==> src/rtl/led_channel_array.sv <==
// LED channel array: shared prescaler/phase counter, per-channel OFF/ON/BLINK/PWM
// with one shadow slot whose contents commit only on a phase wrap or while disabled.
module led_channel_array #(
    parameter  int NUM_CH   = 6,
    parameter  int CNT_W    = 8,
    parameter  int PRESCALE = 16,
    localparam int CH_W     = (NUM_CH > 1) ? $clog2(NUM_CH) : 1
) (
    input  logic              clk,
    input  logic              rst,
    input  logic              en,
    input  logic              cfg_valid,
    output logic              cfg_ready,
    input  logic [CH_W-1:0]   cfg_ch,
    input  logic [1:0]        cfg_mode,
    input  logic [CNT_W-1:0]  cfg_duty,
    output logic              cfg_err,
    output logic [NUM_CH-1:0] led
);

    localparam int PS_W = (PRESCALE > 1) ? $clog2(PRESCALE) : 1;

    localparam logic [PS_W-1:0] PS_LAST = PS_W'(PRESCALE - 1);
    localparam logic [CH_W:0]   CH_LIM  = (CH_W + 1)'(NUM_CH);

    localparam logic [1:0] MODE_OFF   = 2'd0;
    localparam logic [1:0] MODE_ON    = 2'd1;
    localparam logic [1:0] MODE_BLINK = 2'd2;
    localparam logic [1:0] MODE_PWM   = 2'd3;

    logic [PS_W-1:0]   presc_q, presc_d;
    logic [CNT_W-1:0]  phase_q, phase_d;
    logic              pend_v_q, pend_v_d;
    logic [CH_W-1:0]   pend_ch_q, pend_ch_d;
    logic [1:0]        pend_mode_q, pend_mode_d;
    logic [CNT_W-1:0]  pend_duty_q, pend_duty_d;
    logic [1:0]        mode_q [NUM_CH];
    logic [1:0]        mode_d [NUM_CH];
    logic [CNT_W-1:0]  duty_q [NUM_CH];
    logic [CNT_W-1:0]  duty_d [NUM_CH];
    logic              err_q, err_d;
    logic [NUM_CH-1:0] led_q, led_d;

    logic tick;
    logic wrap;
    logic accept;
    logic ch_ok;
    logic commit;

    always_comb begin
        tick   = en && (presc_q == PS_LAST);
        wrap   = tick && (&phase_q);
        accept = cfg_valid && !pend_v_q;
        ch_ok  = ({1'b0, cfg_ch} < CH_LIM);
        commit = pend_v_q && (wrap || !en);
    end

    // Disabled counters sit at zero so re-enabling restarts a clean period.
    always_comb begin
        presc_d = '0;
        phase_d = '0;
        if (en) begin
            presc_d = tick ? '0 : presc_q + 1'b1;
            phase_d = tick ? phase_q + 1'b1 : phase_q;
        end
    end

    always_comb begin
        pend_v_d    = pend_v_q;
        pend_ch_d   = pend_ch_q;
        pend_mode_d = pend_mode_q;
        pend_duty_d = pend_duty_q;
        err_d       = accept && !ch_ok;
        if (commit) begin
            pend_v_d = 1'b0;
        end
        if (accept && ch_ok) begin
            pend_v_d    = 1'b1;
            pend_ch_d   = cfg_ch;
            pend_mode_d = cfg_mode;
            pend_duty_d = cfg_duty;
        end
    end

    always_comb begin
        for (int i = 0; i < NUM_CH; i++) begin
            mode_d[i] = mode_q[i];
            duty_d[i] = duty_q[i];
            if (commit && (pend_ch_q == CH_W'(i))) begin
                mode_d[i] = pend_mode_q;
                duty_d[i] = pend_duty_q;
            end
        end
    end

    always_comb begin
        led_d = '0;
        for (int i = 0; i < NUM_CH; i++) begin
            case (mode_q[i])
                MODE_OFF:   led_d[i] = 1'b0;
                MODE_ON:    led_d[i] = 1'b1;
                MODE_BLINK: led_d[i] = phase_q[CNT_W-1];
                MODE_PWM:   led_d[i] = (phase_q < duty_q[i]);
                default:    led_d[i] = 1'b0;
            endcase
        end
        if (!en) begin
            led_d = '0;
        end
    end

    always_ff @(posedge clk) begin
        if (rst) begin
            presc_q     <= '0;
            phase_q     <= '0;
            pend_v_q    <= 1'b0;
            pend_ch_q   <= '0;
            pend_mode_q <= MODE_OFF;
            pend_duty_q <= '0;
            err_q       <= 1'b0;
            led_q       <= '0;
            for (int i = 0; i < NUM_CH; i++) begin
                mode_q[i] <= MODE_OFF;
                duty_q[i] <= '0;
            end
        end else begin
            presc_q     <= presc_d;
            phase_q     <= phase_d;
            pend_v_q    <= pend_v_d;
            pend_ch_q   <= pend_ch_d;
            pend_mode_q <= pend_mode_d;
            pend_duty_q <= pend_duty_d;
            err_q       <= err_d;
            led_q       <= led_d;
            for (int i = 0; i < NUM_CH; i++) begin
                mode_q[i] <= mode_d[i];
                duty_q[i] <= duty_d[i];
            end
        end
    end

    assign cfg_ready = !pend_v_q;
    assign cfg_err   = err_q;
    assign led       = led_q;

endmodule

==> config.mk <==
export PLATFORM = sky130hd
export DESIGN_NAME = led_channel_array
export DESIGN_NICKNAME = d
export VERILOG_FILES = /design/src/rtl/led_channel_array.sv
export SDC_FILE = /design/constraint.sdc
export NUM_CORES = 1
export LEC_CHECK = 0
export BUFFER_PORTS_ARGS = -buffer_cell sky130_fd_sc_hd__buf_2
export CORE_ASPECT_RATIO = 1.75
export CORE_UTILIZATION = 40
export DETAILED_ROUTE_END_ITERATION = 8
export PLACE_DENSITY = 0.57
export SKIP_CTS_REPAIR_TIMING = 1
export SYNTH_ARGS = -nofsm -noshare
export SYNTH_HDL_FRONTEND = slang
export SYNTH_SLANG_ARGS = --single-unit
==> constraint.sdc <==
create_clock -name clk -period 5.35 [get_ports clk]
set_clock_uncertainty 0.1 [all_clocks]
set_input_delay 0.2675 -clock clk [delete_from_list [all_inputs] [get_ports clk]]
set_output_delay 0.2675 -clock clk [all_outputs]
set_load 0.03 [all_outputs]
; Word-level counts from Yosys, hierarchy flattened
; Memories as Yosys holds them, arrays and structs flattened.
; Cells that the tools add are included.
[word_totals]
ff_bits = 33
mem_bits_rw = 60
inputBits = 17
output_inout_bits = 8
elab_cells = 118
mem_count = 2
[mem_list]
columns = memory, depth, width, rd, rd_ports_with_merged_regs, wr, line
row1 = duty_q, 6, 8, 6, 0, 6, 39  ; logic [CNT_W-1:0] duty_q [NUM_CH];
row2 = mode_q, 6, 2, 6, 0, 6, 37  ; logic [1:0] mode_q [NUM_CH];
[classes]
addsub = 2
n_lt_le_gt_ge = 7
eq_ne = 24
n_mux = 35
bitwise_logic = 13
reduce_logical = 27
[op_table]
columns = cell, count
row1 = $mux 8, 12
row2 = $lt 8x8->1, 6
row3 = $eq 2x2->1 const B, 12
row4 = $mux 2, 12
row5 = $pmux 1 s4, 6
row6 = $eq 2x1->1 const B, 6
row7 = $logic_and 1x1->1, 12
row8 = $logic_not 2->1, 6
row9 = $or 1x1->1, 12
row10 = $add 8x1->8 const B, 1
row11 = $reduce_and 8->1, 1
row12 = $eq 3x2->1 const B, 2
row13 = $eq 3x3->1 const B, 2
row14 = $mux 1, 5
row15 = $add 4x1->4 const B, 1
row16 = $eq 4x4->1 const B, 1
row17 = $eq 3x1->1 const B, 1
row18 = $logic_not 1->1, 3
row19 = $logic_not 3->1, 1
row20 = $lt 3x3->1 const B, 1
row21 = $reduce_or 3->1, 1
row22 = $reduce_bool 2->1, 1
row23 = $reduce_or 2->1, 1
row24 = $logic_or 1x1->1, 1
row25 = $not 1->1, 1

; Depth between registers and ports, before layout
; Gate-level depths: netlist of the first run.
[logic_depth]
depth_word = 8
mapped_depth = 7
depth_no_buf = 6

; Least setup slack after synthesis of the first run
; Ideal clock, no wire load.
[synth_timing]
path_kind = reg2reg
start = reg phase_q[7]
end = mem duty_q[5][0]
setup_time_ns = 0.128
arrival_time_ns = 1.926
required_ns = 5.122
setup_slack_ns = 3.196
path_stages_with_launch = 8
n_path_buf = 2
synth_period_minus_slack_ns = 2.154
path_cell_list = dfxtp_1 > clkbuf_1 > inv_1 > o41a_1 > nor4b_2 > buf_4 > mux2i_1 > nor2_1
[synth_lines]
columns = element, line
row1 = from (decl), 32  ; logic [CNT_W-1:0] phase_q, phase_d;
row2 = from (signal assigned), 128  ; phase_q <= phase_d;
row3 = to (decl), 39

==> results of run 1 <==
==> metal layers <==
metal / routed length, um / part of all wire [%]
met4: 318 / 3.1
met3: 319 / 3.1
met2: 5450 / 52
met5: 0 / 0
met1: 4320 / 42
==> Yosys cell counts <==
| cell type | count |
|---|---|
| sky130_fd_sc_hd__nand2_1 | 42 |
| sky130_fd_sc_hd__nor2b_1 | 1 |
| sky130_fd_sc_hd__buf_1 | 1 |
| sky130_fd_sc_hd__inv_1 | 57 |
| sky130_fd_sc_hd__nand4_2 | 1 |
| sky130_fd_sc_hd__a32o_1 | 6 |
| sky130_fd_sc_hd__nor4b_1 | 1 |
| sky130_fd_sc_hd__o41ai_1 | 1 |
| sky130_fd_sc_hd__nor2_1 | 70 |
| sky130_fd_sc_hd__nor2_2 | 1 |
| sky130_fd_sc_hd__dfxtp_1 | 93 |
| sky130_fd_sc_hd__nand3_1 | 9 |
| sky130_fd_sc_hd__buf_4 | 2 |
| sky130_fd_sc_hd__clkbuf_1 | 13 |
| sky130_fd_sc_hd__nor4b_2 | 1 |
| sky130_fd_sc_hd__mux2i_1 | 51 |
| sky130_fd_sc_hd__xor2_1 | 3 |
| sky130_fd_sc_hd__a2111oi_0 | 6 |
| sky130_fd_sc_hd__a21oi_1 | 31 |
| sky130_fd_sc_hd__nor4_1 | 1 |
| sky130_fd_sc_hd__nand4b_1 | 2 |
| sky130_fd_sc_hd__nor3_1 | 5 |
| sky130_fd_sc_hd__nand4_1 | 9 |
| sky130_fd_sc_hd__o21ai_0 | 35 |
| sky130_fd_sc_hd__buf_2 | 3 |
| sky130_fd_sc_hd__and3_1 | 1 |
| sky130_fd_sc_hd__nand2b_1 | 1 |
| sky130_fd_sc_hd__or3_1 | 2 |
| sky130_fd_sc_hd__ha_1 | 44 |
| sky130_fd_sc_hd__xnor2_1 | 4 |
| sky130_fd_sc_hd__a21o_1 | 6 |
| sky130_fd_sc_hd__o41a_1 | 1 |
| sky130_fd_sc_hd__and4_1 | 7 |
==> registers in the layout (all words and copies together), names as in the netlist <==
signal and flops:
mode_q 12, phase_q 8, pend_v_q 1, presc_q 4, pend_duty_q 8, duty_q 48, led 6, pend_ch_q 3
pend_mode_q 2, cfg_err 1
==> logic make-up after synthesis <==
kind of cell / after synthesis / share of synthesized area, %
compound gates: 86 / 11.3
xor+xnor: 7 / 1.36
fa+ha+maj: 44 / 12.2
buf+inv: 76 / 6.60
flops: 93 / 41.4
mux: 51 / 11.4
simple gates: 154 / 15.7
==> path summary, 6_finish.rpt <==
kind / cells after the start / from / end / slack, ns
worst max-delay path: 5 / phase_q[7]$_SDFFE_PP0P_ / duty_q[0][7]$_SDFFE_PP0P_ / 2.57
worst min-delay path: 3 / cfg_mode[1] / pend_mode_q[1]$_SDFFE_PP0P_ / 0.06
worst max register to register: 5 / phase_q[7]$_SDFFE_PP0P_ / duty_q[0][7]$_SDFFE_PP0P_ / 2.57
worst min register to register: 1 / presc_q[0]$_SDFF_PP0_ / presc_q[0]$_SDFF_PP0_ / 0.35
==> where the power goes <==
group | internal, mW | total (mW) | switching, mW
clock | 0.331 | 0.607 | 0.276
combinational | 0.0177 | 0.0517 | 0.0340
sequential | 0.701 | 0.720 | 0.0190
==> placed cells by master (no fill, tap or decap), types with 9 or more instances in the layout <==
master,count
sky130_fd_sc_hd__nand4_1,9
sky130_fd_sc_hd__nor2_1,70
sky130_fd_sc_hd__inv_1,57
sky130_fd_sc_hd__nand2_1,42
sky130_fd_sc_hd__a21oi_1,31
sky130_fd_sc_hd__dfxtp_1,93
sky130_fd_sc_hd__ha_1,44
sky130_fd_sc_hd__nand3_1,9
sky130_fd_sc_hd__mux2i_1,51
sky130_fd_sc_hd__clkbuf_16,9
sky130_fd_sc_hd__o21ai_0,35
sky130_fd_sc_hd__buf_2,24
==> cell type report <==
| type | instances | share of cell area [%] |
|---|---|---|
| multi-input combinational | 342 | 46.8 |
| sequential | 93 | 37.2 |
| timing repair buffer | 27 | 2.85 |
| tap | 130 | 3.25 |
| inverter | 57 | 4.27 |
| clock inverter | 6 | 0.924 |
| clock buffer | 10 | 4.77 |
==> metrics by stage <==
stage	instances	utilization, %	instance area (sq um)	hold WS, ns	total power [mW]
after floorplan	511	-	4490	0.303	0.762
after global placement	649	43.6	4720	0.331	0.787
after detailed placement	649	43.6	4720	0.352	0.789
after CTS	665	46.3	5010	0.0489	1.40
after global routing	665	46.3	5010	0.0496	1.43
final	665	46.3	5010	0.0608	1.38
==> critical path: stages (launching register included) <==
cell	delay, ns
sky130_fd_sc_hd__dfxtp_1	0.72
sky130_fd_sc_hd__inv_1	0.12
sky130_fd_sc_hd__o41ai_1	0.58
sky130_fd_sc_hd__nand4b_1	0.70
sky130_fd_sc_hd__mux2i_1	0.35
sky130_fd_sc_hd__nor2_1	0.06
==> results.yml, run 1 <==
run_status:
  outcome: "finished, final reports clean"
flow_run:
  maxCapViolations: 0
synthesis:
  syn_area_per_cell_sq_um: 8.80
  synthCells: 511
  ys_seq_area_share_pct: 41.4
  post_synth_num_cell_types: 33
  yosysTopAreaCell: "sky130_fd_sc_hd__dfxtp_1"
  ys.warnings.count: 0
  synth-seq-cells: 93
  synth.top_cells.by_area: "sky130_fd_sc_hd__dfxtp_1, sky130_fd_sc_hd__ha_1, sky130_fd_sc_hd__mux2i_1"
  synthesis.area_sq_mm: 0.00449
  synth_top_cell_area_share_pct: 41.4
  synth_fp_nets: 572
placement:
  place.port_buffers: 24
  hpwlAfterDp_um: 7650
  gp_congestion: 0.826
  place_worst_setup_slack_ns: 2.52
clock_tree:
  cts.sink_count: 93
  htree_levels: 3
  numCtsBuffers: 9
  clkLatencyLatePin_ns: 0.34
  ctsLongestPathBuffers: 2
  root_buffer: "sky130_fd_sc_hd__clkbuf_16"
  cts_clock_pin_slew_for_the_worst_setup_and_hold_paths_ns: 0.07
  cts_tree: "yes"
power:
  cellLeakagePower_nw: 2.02
  ir_worst_vdd_uv: 207
  p_per_area_mw_per_mm2: 275
grt:
  pin_count_of_the_biggest_net_entering_global_routing: 54
  number_of_antenna_violations_at_the_first_check_in_global_routing: 0
  grtUsageTotal_pct: 20.0
  vias_in_the_first_global_route: 3437
  global_route.peak_usage_layer: "met2"
  grtUsageMet2_pct: 35.1
  globalRouteMet1Util_pct: 22.8
  grt_overflow: 0
  grt_first_pass_wirelength_um: 17200
  met3_usage_pct: 3.46
routing:
  vias: 3509
  drt_initial_violations: 153
  route.detailed.wl_per_inst_um: 15.7
  detailed_routing_iteration_count_for_the_pre_antenna_repair_pass: 4
  drc: 0
  routed_wl_um: 10400
  detail-route-antenna-nets: 0
  post_drt_via_cell_ratio: 5.28
floorplan:
  fp.dieH_um: 142
  chipWidth_um: 82.1
  initial_utilization_pct: 41.5
  row_count: 50
  core_area_sq_mm: 0.0108
  design.die.area_sq_mm: 0.0117
  boundaryPins: 25
worst_setup_path:
  startpoint_type: "flop"
  crit_path_end_kind: "flop"
  worstPathArrival_ns: 2.90
  timing.critical_path.fanout_max: 15
  crit_required_ns: 5.46
  setup.worst_path.class: "flop to flop"
sta:
  fin_crit_sh_pct: 52.1
  finalSetupViolations: 0
  maxClockFrequency_mhz: 359
  tightest_slew_ns: 0.818
  maxSlewHeadroom_pct: 45.4
  final_max_slew_viol_count: 0
  final-hold-violation-count: 0
  final.min_clock_period_ns: 2.78
  setup_repair_after_global_routing_missed_its_margin: "false"
  setup_total_negative_slack_ns: 0
  setup_ws_ns: 2.57
final_layout:
  area.sequential_sq_mm: 0.00186
  syn_to_final_growth_pct: 11.4
  area_taken_by_multi_input_logic_gates_sq_mm: 0.00234
  finish.net_count: 591
  n_antenna_cell: 0
  layout-drive-gt1-share_pct: 8.79
  nFillCells: 1099
worst_hold_path:
  min_path_type: "primary input to flop"
(Power assumes the default switching activity.)
==> inputs of run 2 (changes only) <==
- PLACE_DENSITY: 0.57 -> 0.59
- clock period: 5.35 -> 2.45 ns (I/O delays scaled with it)
==> run 2 against run 1 <==
Via count rose by 3.3%. Sequential power up 120%. Core utilization rose by 2.3 points. First-iteration DRC count decreased by 10%. Combinational power rose to 2.6 times the previous value. Power grew 120%. Final cell count is 4.1% higher. Critical endpoint is now duty_q[1][1]$_SDFFE_PP0P_.
==> results.yml, run 2 (synthesis gave the netlist of run 1 again) <==
routing:
  detailed_routing_iteration_count_for_the_pre_antenna_repair_pass: 4
  vias: 3624
  detail-route-antenna-nets: 0
  post_drt_via_cell_ratio: 5.24
  drc: 0
  drt_initial_violations: 137
  routed_wl_um: 11000
  route.detailed.wl_per_inst_um: 15.9
worst_hold_path:
  min_path_type: "primary input to flop"
  worst_hold_path.endpoint: "pend_ch_q[2]$_SDFFE_PP0P_"
  worst_hold_startpoint: "cfg_ch[1]"
  timing.hold.worst_path_depth: 4
worst_setup_path:
  cp_top_family: "simple AND/OR/NAND/NOR gates"
  worstPathArrival_ns: 2.39
  slowest_stage: "sky130_fd_sc_hd__o41ai_1"
  worstPathBufferInverterCount: 2
  worst_r2r_startpoint: "presc_q[0]$_SDFF_PP0_"
  critical_path.cell_chain: "ha_1 > nand4_2 > buf_4 > o41ai_1 > buf_4 > nand2_1 > mux2i_1 > nor2_1"
  crit_required_ns: 2.55
  crit_path_max_incr_delay_ns: 0.36
  rr_endpoint: "duty_q[1][1]$_SDFFE_PP0P_"
  reg2regPathDepth: 8
  cpMostUsedCell: "sky130_fd_sc_hd__buf_4"
  startpoint_type: "flop"
  setup.worst_path.class: "flop to flop"
  timing.reg2reg.setup_slack_ns: 0.16
  crit_path_end_kind: "flop"
  path_depth: 8
  timing.critical_path.fanout_max: 10
clock_tree:
  cts.sink_count: 93
  cts_clock_pin_slew_for_the_worst_setup_and_hold_paths_ns: 0.06
  root_buffer: "sky130_fd_sc_hd__clkbuf_16"
  numCtsBuffers: 9
  cts_tree: "yes"
  clkLatencyLatePin_ns: 0.33
  ctsLongestPathBuffers: 2
  htree_levels: 3
power:
  p_per_area_mw_per_mm2: 582
  ir_worst_vdd_uv: 373
  cellLeakagePower_nw: 2.16
  totalPowerFinal_mw: 3.06
sta:
  final-hold-violation-count: 0
  final.min_clock_period_ns: 2.29
  setup_total_negative_slack_ns: 0
  fin_crit_sh_pct: 93.6
  maxSlewHeadroom_pct: 48.6
  final_max_slew_viol_count: 0
  finalSetupViolations: 0
  setup_repair_after_global_routing_missed_its_margin: "false"
  tightest_slew_ns: 0.771
  maxClockFrequency_mhz: 436
final_layout:
  n_antenna_cell: 0
  finish.net_count: 620
  layout_top_registers: "duty_q x48, mode_q x12"
  syn_to_final_growth_pct: 16.9
  layout-drive-gt1-share_pct: 10.5
  registers.top_by_ff_count: "duty_q"
  layout.cells.most_common: "sky130_fd_sc_hd__dfxtp_1"
  most-common-layout-cells: "sky130_fd_sc_hd__dfxtp_1, sky130_fd_sc_hd__nor2_1, sky130_fd_sc_hd__inv_1"
  largest_register_ffs: 48
grt:
  pin_count_of_the_biggest_net_entering_global_routing: 76
  grt_first_pass_wirelength_um: 17400
  grtUsageTotal_pct: 20.5
  number_of_antenna_violations_at_the_first_check_in_global_routing: 0
  grt_overflow: 0
  vias_in_the_first_global_route: 3446
floorplan:
  row_count: 50
  fp.dieH_um: 142
  chipWidth_um: 82.1
  core_area_sq_mm: 0.0108
  initial_utilization_pct: 41.5
  design.die.area_sq_mm: 0.0117
  boundaryPins: 25
placement:
  place.port_buffers: 24
  hpwlAfterDp_um: 7400
  gp_congestion: 0.833
run_status:
  outcome: "finished, final reports clean"
flow_run:
  maxCapViolations: 0
run 2: cell types whose count changed in the layout (fill, tap and decap cells not counted):
cell / delta
sky130_fd_sc_hd__buf_4: +16
sky130_fd_sc_hd__dlygate4sd3_1: +13
sky130_fd_sc_hd__clkbuf_1: +2
sky130_fd_sc_hd__clkinvlp_4: -2
sky130_fd_sc_hd__inv_6: -2
sky130_fd_sc_hd__bufinv_16: +1
sky130_fd_sc_hd__clkinv_4: -1
run 2: worst max path at each step:
stage,from,end
6_report,presc_q[0]$_SDFF_PP0_,duty_q[1][1]$_SDFFE_PP0P_
5_1_grt,presc_q[0]$_SDFF_PP0_,mode_q[1][1]$_SDFFE_PP0P_
4_1_cts,presc_q[0]$_SDFF_PP0_,duty_q[1][1]$_SDFFE_PP0P_
3_5_place_dp,presc_q[0]$_SDFF_PP0_,duty_q[1][2]$_SDFFE_PP0P_
3_3_place_gp,presc_q[0]$_SDFF_PP0_,mode_q[1][0]$_SDFFE_PP0P_
2_1_floorplan,phase_q[7]$_SDFFE_PP0P_,duty_q[5][0]$_SDFFE_PP0P_
run 2: tightest hold or removal path: cells and delay by family:
kind	cells	cell delay, ns
simple gates	3	0.19
buf+inv	1	0.10
run 2: area by class of cell:
cell class / count / area, sq um
well taps: 130 / 163
fillers: 1060 / 5570
clock buffers: 12 / 246
flip-flops and latches: 93 / 1860
clock inverters: 2 / 35.0
multi-input cells: 342 / 2340
repair buffers: 56 / 393
inverters: 57 / 214
run 2: power by group:
group,internal [mW],switching (mW),total [mW]
sequential,1.53,0.0431,1.57
combinational,0.0575,0.0788,0.136
clock,0.806,0.542,1.35
total,2.39,0.663,3.06
run 2: routing by layer:
metal	vias to the layer above	part of all wire (%)	track usage (%)
met3	18	3.0	2.56
met5	-	0	0
li1	1836	-	-
met2	59	52	35.7
met1	1711	43	23.8
met4	0	2.8	10.2
run 2: per-stage QoR:
step	cells	setup slack (ns)	hold WS [ns]	cell area, sq um	util [%]
2_1_floorplan	511	0.296	0.158	4490	-
3_3_place_gp	665	0.246	0.262	4840	44.8
3_5_place_dp	665	0.139	0.268	4840	44.8
4_1_cts	679	0.127	-0.0878	5120	47.4
5_1_grt	692	0.00263	0.0472	5260	48.6
6_report	692	0.158	0.0145	5260	48.6
==> inputs of run 3 (changes only) <==
- clock period: 2.45 -> 2.1 ns (I/O delays scaled with it)
==> run 3 against run 2 <==
Sequential power grew 17%. Count of clock-buffer cells in the layout fell by 1. Clock power up 20%. Critical path depth shrank 1. Global-route usage is 0.071 points higher. Critical path type unchanged. Final cell count up 2.2%. The flow now finishes with violations (negative hold slack). Design area grew 4.0%.
==> results.yml, run 3 (synthesis gave the netlist of run 1 again) <==
run_status:
  outcome: "complete, but fails checks"
  violations_in_the_final_reports: "negative hold slack"
floorplan:
  fp.dieH_um: 142
  chipWidth_um: 82.1
  row_count: 50
  boundaryPins: 25
  initial_utilization_pct: 41.5
  design.die.area_sq_mm: 0.0117
  core_area_sq_mm: 0.0108
routing:
  post_drt_via_cell_ratio: 5.21
  route.detailed.wl_per_inst_um: 15.7
  vias: 3685
  routed_wl_um: 11100
  drc: 0
  detailed_routing_iteration_count_for_the_pre_antenna_repair_pass: 4
  detail-route-antenna-nets: 0
  drt_initial_violations: 147
final_layout:
  n_antenna_cell: 0
  nFillCells: 1031
  layout.cells.most_common: "sky130_fd_sc_hd__dfxtp_1"
  largest_register_ffs: 48
  finish.net_count: 633
  layout-drive-gt1-share_pct: 14.4
  final_cell_area_sq_mm: 0.00547
  most-common-layout-cells: "sky130_fd_sc_hd__dfxtp_1, sky130_fd_sc_hd__nor2_1, sky130_fd_sc_hd__inv_1"
  registers.top_by_ff_count: "duty_q"
  syn_to_final_growth_pct: 21.6
  layout_top_registers: "duty_q x48, mode_q x12"
clock_tree:
  ctsLongestPathBuffers: 2
  htree_levels: 3
  root_buffer: "sky130_fd_sc_hd__clkbuf_16"
  cts_tree: "yes"
  cts.sink_count: 93
  numCtsBuffers: 9
  cts_clock_pin_slew_for_the_worst_setup_and_hold_paths_ns: 0.06
  clkLatencyLatePin_ns: 0.34
grt:
  number_of_antenna_violations_at_the_first_check_in_global_routing: 0
  met3_usage_pct: 3.72
  global_route.peak_usage_layer: "met2"
  globalRouteMet1Util_pct: 22.9
  vias_in_the_first_global_route: 3541
  grt_first_pass_wirelength_um: 17400
  grt_overflow: 0
  pin_count_of_the_biggest_net_entering_global_routing: 76
  grtUsageMet2_pct: 35.2
  grtUsageTotal_pct: 20.5
sta:
  worst_hold_margin_ns: -0.0138
  tightest_slew_ns: 0.774
  final_max_slew_viol_count: 0
  setup_repair_after_global_routing_missed_its_margin: "true"
  maxSlewHeadroom_pct: 48.4
  maxClockFrequency_mhz: 485
  final-hold-violation-count: 1
  finalSetupViolations: 0
  fin_crit_sh_pct: 98.1
  final.min_clock_period_ns: 2.06
worst_setup_path:
  worst_setup_path_startpoint: "phase_q[0]$_SDFFE_PP0P_"
  crit_path_end_kind: "flop"
  timing.critical_path.fanout_max: 5
  startpoint_type: "flop"
  setup.worst_path.class: "flop to flop"
  crit_required_ns: 2.20
  worst_r2r_startpoint: "phase_q[0]$_SDFFE_PP0P_"
  rr_endpoint: "duty_q[5][7]$_SDFFE_PP0P_"
  reg2regPathDepth: 7
  critical_path.cell_chain: "ha_4 > nand2_2 > o41a_1 > nor4b_4 > buf_6 > mux2i_1 > nor2_1"
  cp-endpoint: "duty_q[5][7]$_SDFFE_PP0P_"
  timing.reg2reg.setup_slack_ns: 0.04
  worstPathArrival_ns: 2.16
  slowest_stage: "sky130_fd_sc_hd__o41a_1"
  crit_path_max_incr_delay_ns: 0.50
placement:
  gp_congestion: 0.778
  hpwlAfterDp_um: 7560
  place_area_sq_mm: 0.00492
  place.port_buffers: 24
power:
  totalPowerFinal_mw: 3.63
  ir_worst_vdd_uv: 494
  cellLeakagePower_nw: 2.28
  p_per_area_mw_per_mm2: 665
flow_run:
  maxCapViolations: 0
worst_hold_path:
  min_path_type: "primary input to flop"
-- run 3: stage by stage --
stage | std cells | hold slack (ns) | utilization, % | TNS [ns] | setup WS, ns
after global placement | 673 | 0.245 | 45.4 | -0.921 | -0.0516
after global routing | 707 | 0.00757 | 50.5 | -0.731 | -0.0740
final | 707 | -0.0138 | 50.5 | 0 | 0.0401
after CTS | 689 | -0.114 | 48.1 | -4.03 | -0.147
after detailed placement | 673 | 0.251 | 45.4 | -3.25 | -0.123
after floorplan | 511 | 0.141 | - | 0 | 0.00481
-- run 3: report_power, final --
group	total, mW	switching, mW	internal (mW)
logic	0.171	0.0965	0.0745
clock network	1.62	0.677	0.947
registers	1.84	0.0515	1.79
total	3.63	0.825	2.81
-- run 3: worst min-delay path by stage --
| stage | start | end | slack (ns) | depth (start not counted) |
|---|---|---|---|---|
| 2_1_floorplan | cfg_ch[0] | pend_ch_q[0]$_SDFFE_PP0P_ | 0.14 | 2 |
| 3_3_place_gp | cfg_duty[4] | pend_duty_q[4]$_SDFFE_PP0P_ | 0.25 | 3 |
| 3_5_place_dp | cfg_duty[6] | pend_duty_q[6]$_SDFFE_PP0P_ | 0.25 | 3 |
| 4_1_cts | cfg_duty[6] | pend_duty_q[6]$_SDFFE_PP0P_ | -0.11 | 3 |
| 5_1_grt | cfg_valid | cfg_err$_SDFF_PP0_ | 0.008 | 3 |
| 6_report | cfg_ch[1] | pend_ch_q[1]$_SDFFE_PP0P_ | -0.01 | 3 |
-- run 3: area by class of cell --
cell class                      count  area (sq um)  area share (%)
Timing Repair Buffer               69           518            9.48
Multi-Input combinational cell    342          2410            44.1
Tap cell                          130           163            2.98
Clock inverter                      5          50.0           0.916
Inverter                           57           214            3.91
Sequential cell                    93          1870            34.2
Clock buffer                       11           243            4.44
-- run 3: worst max-delay path, delay by kind of cell (launching register included) --
| kind | cells | cell delay [ns] |
|---|---|---|
| AO/OA/AOI/OAI | 1 | 0.50 |
| AND/OR/NAND/NOR | 3 | 0.44 |
| flip-flops | 1 | 0.35 |
| buffers and inverters | 1 | 0.19 |
| multiplexers | 1 | 0.19 |
| adder cells (fa/ha/maj) | 1 | 0.14 |
-- run 3: layer usage --
metal / wire length [um] / vias up
met5: 0 / -
met1: 4570 / 1736
met3: 301 / 25
met2: 5680 / 55
met4: 538 / 0
li1: - / 1869
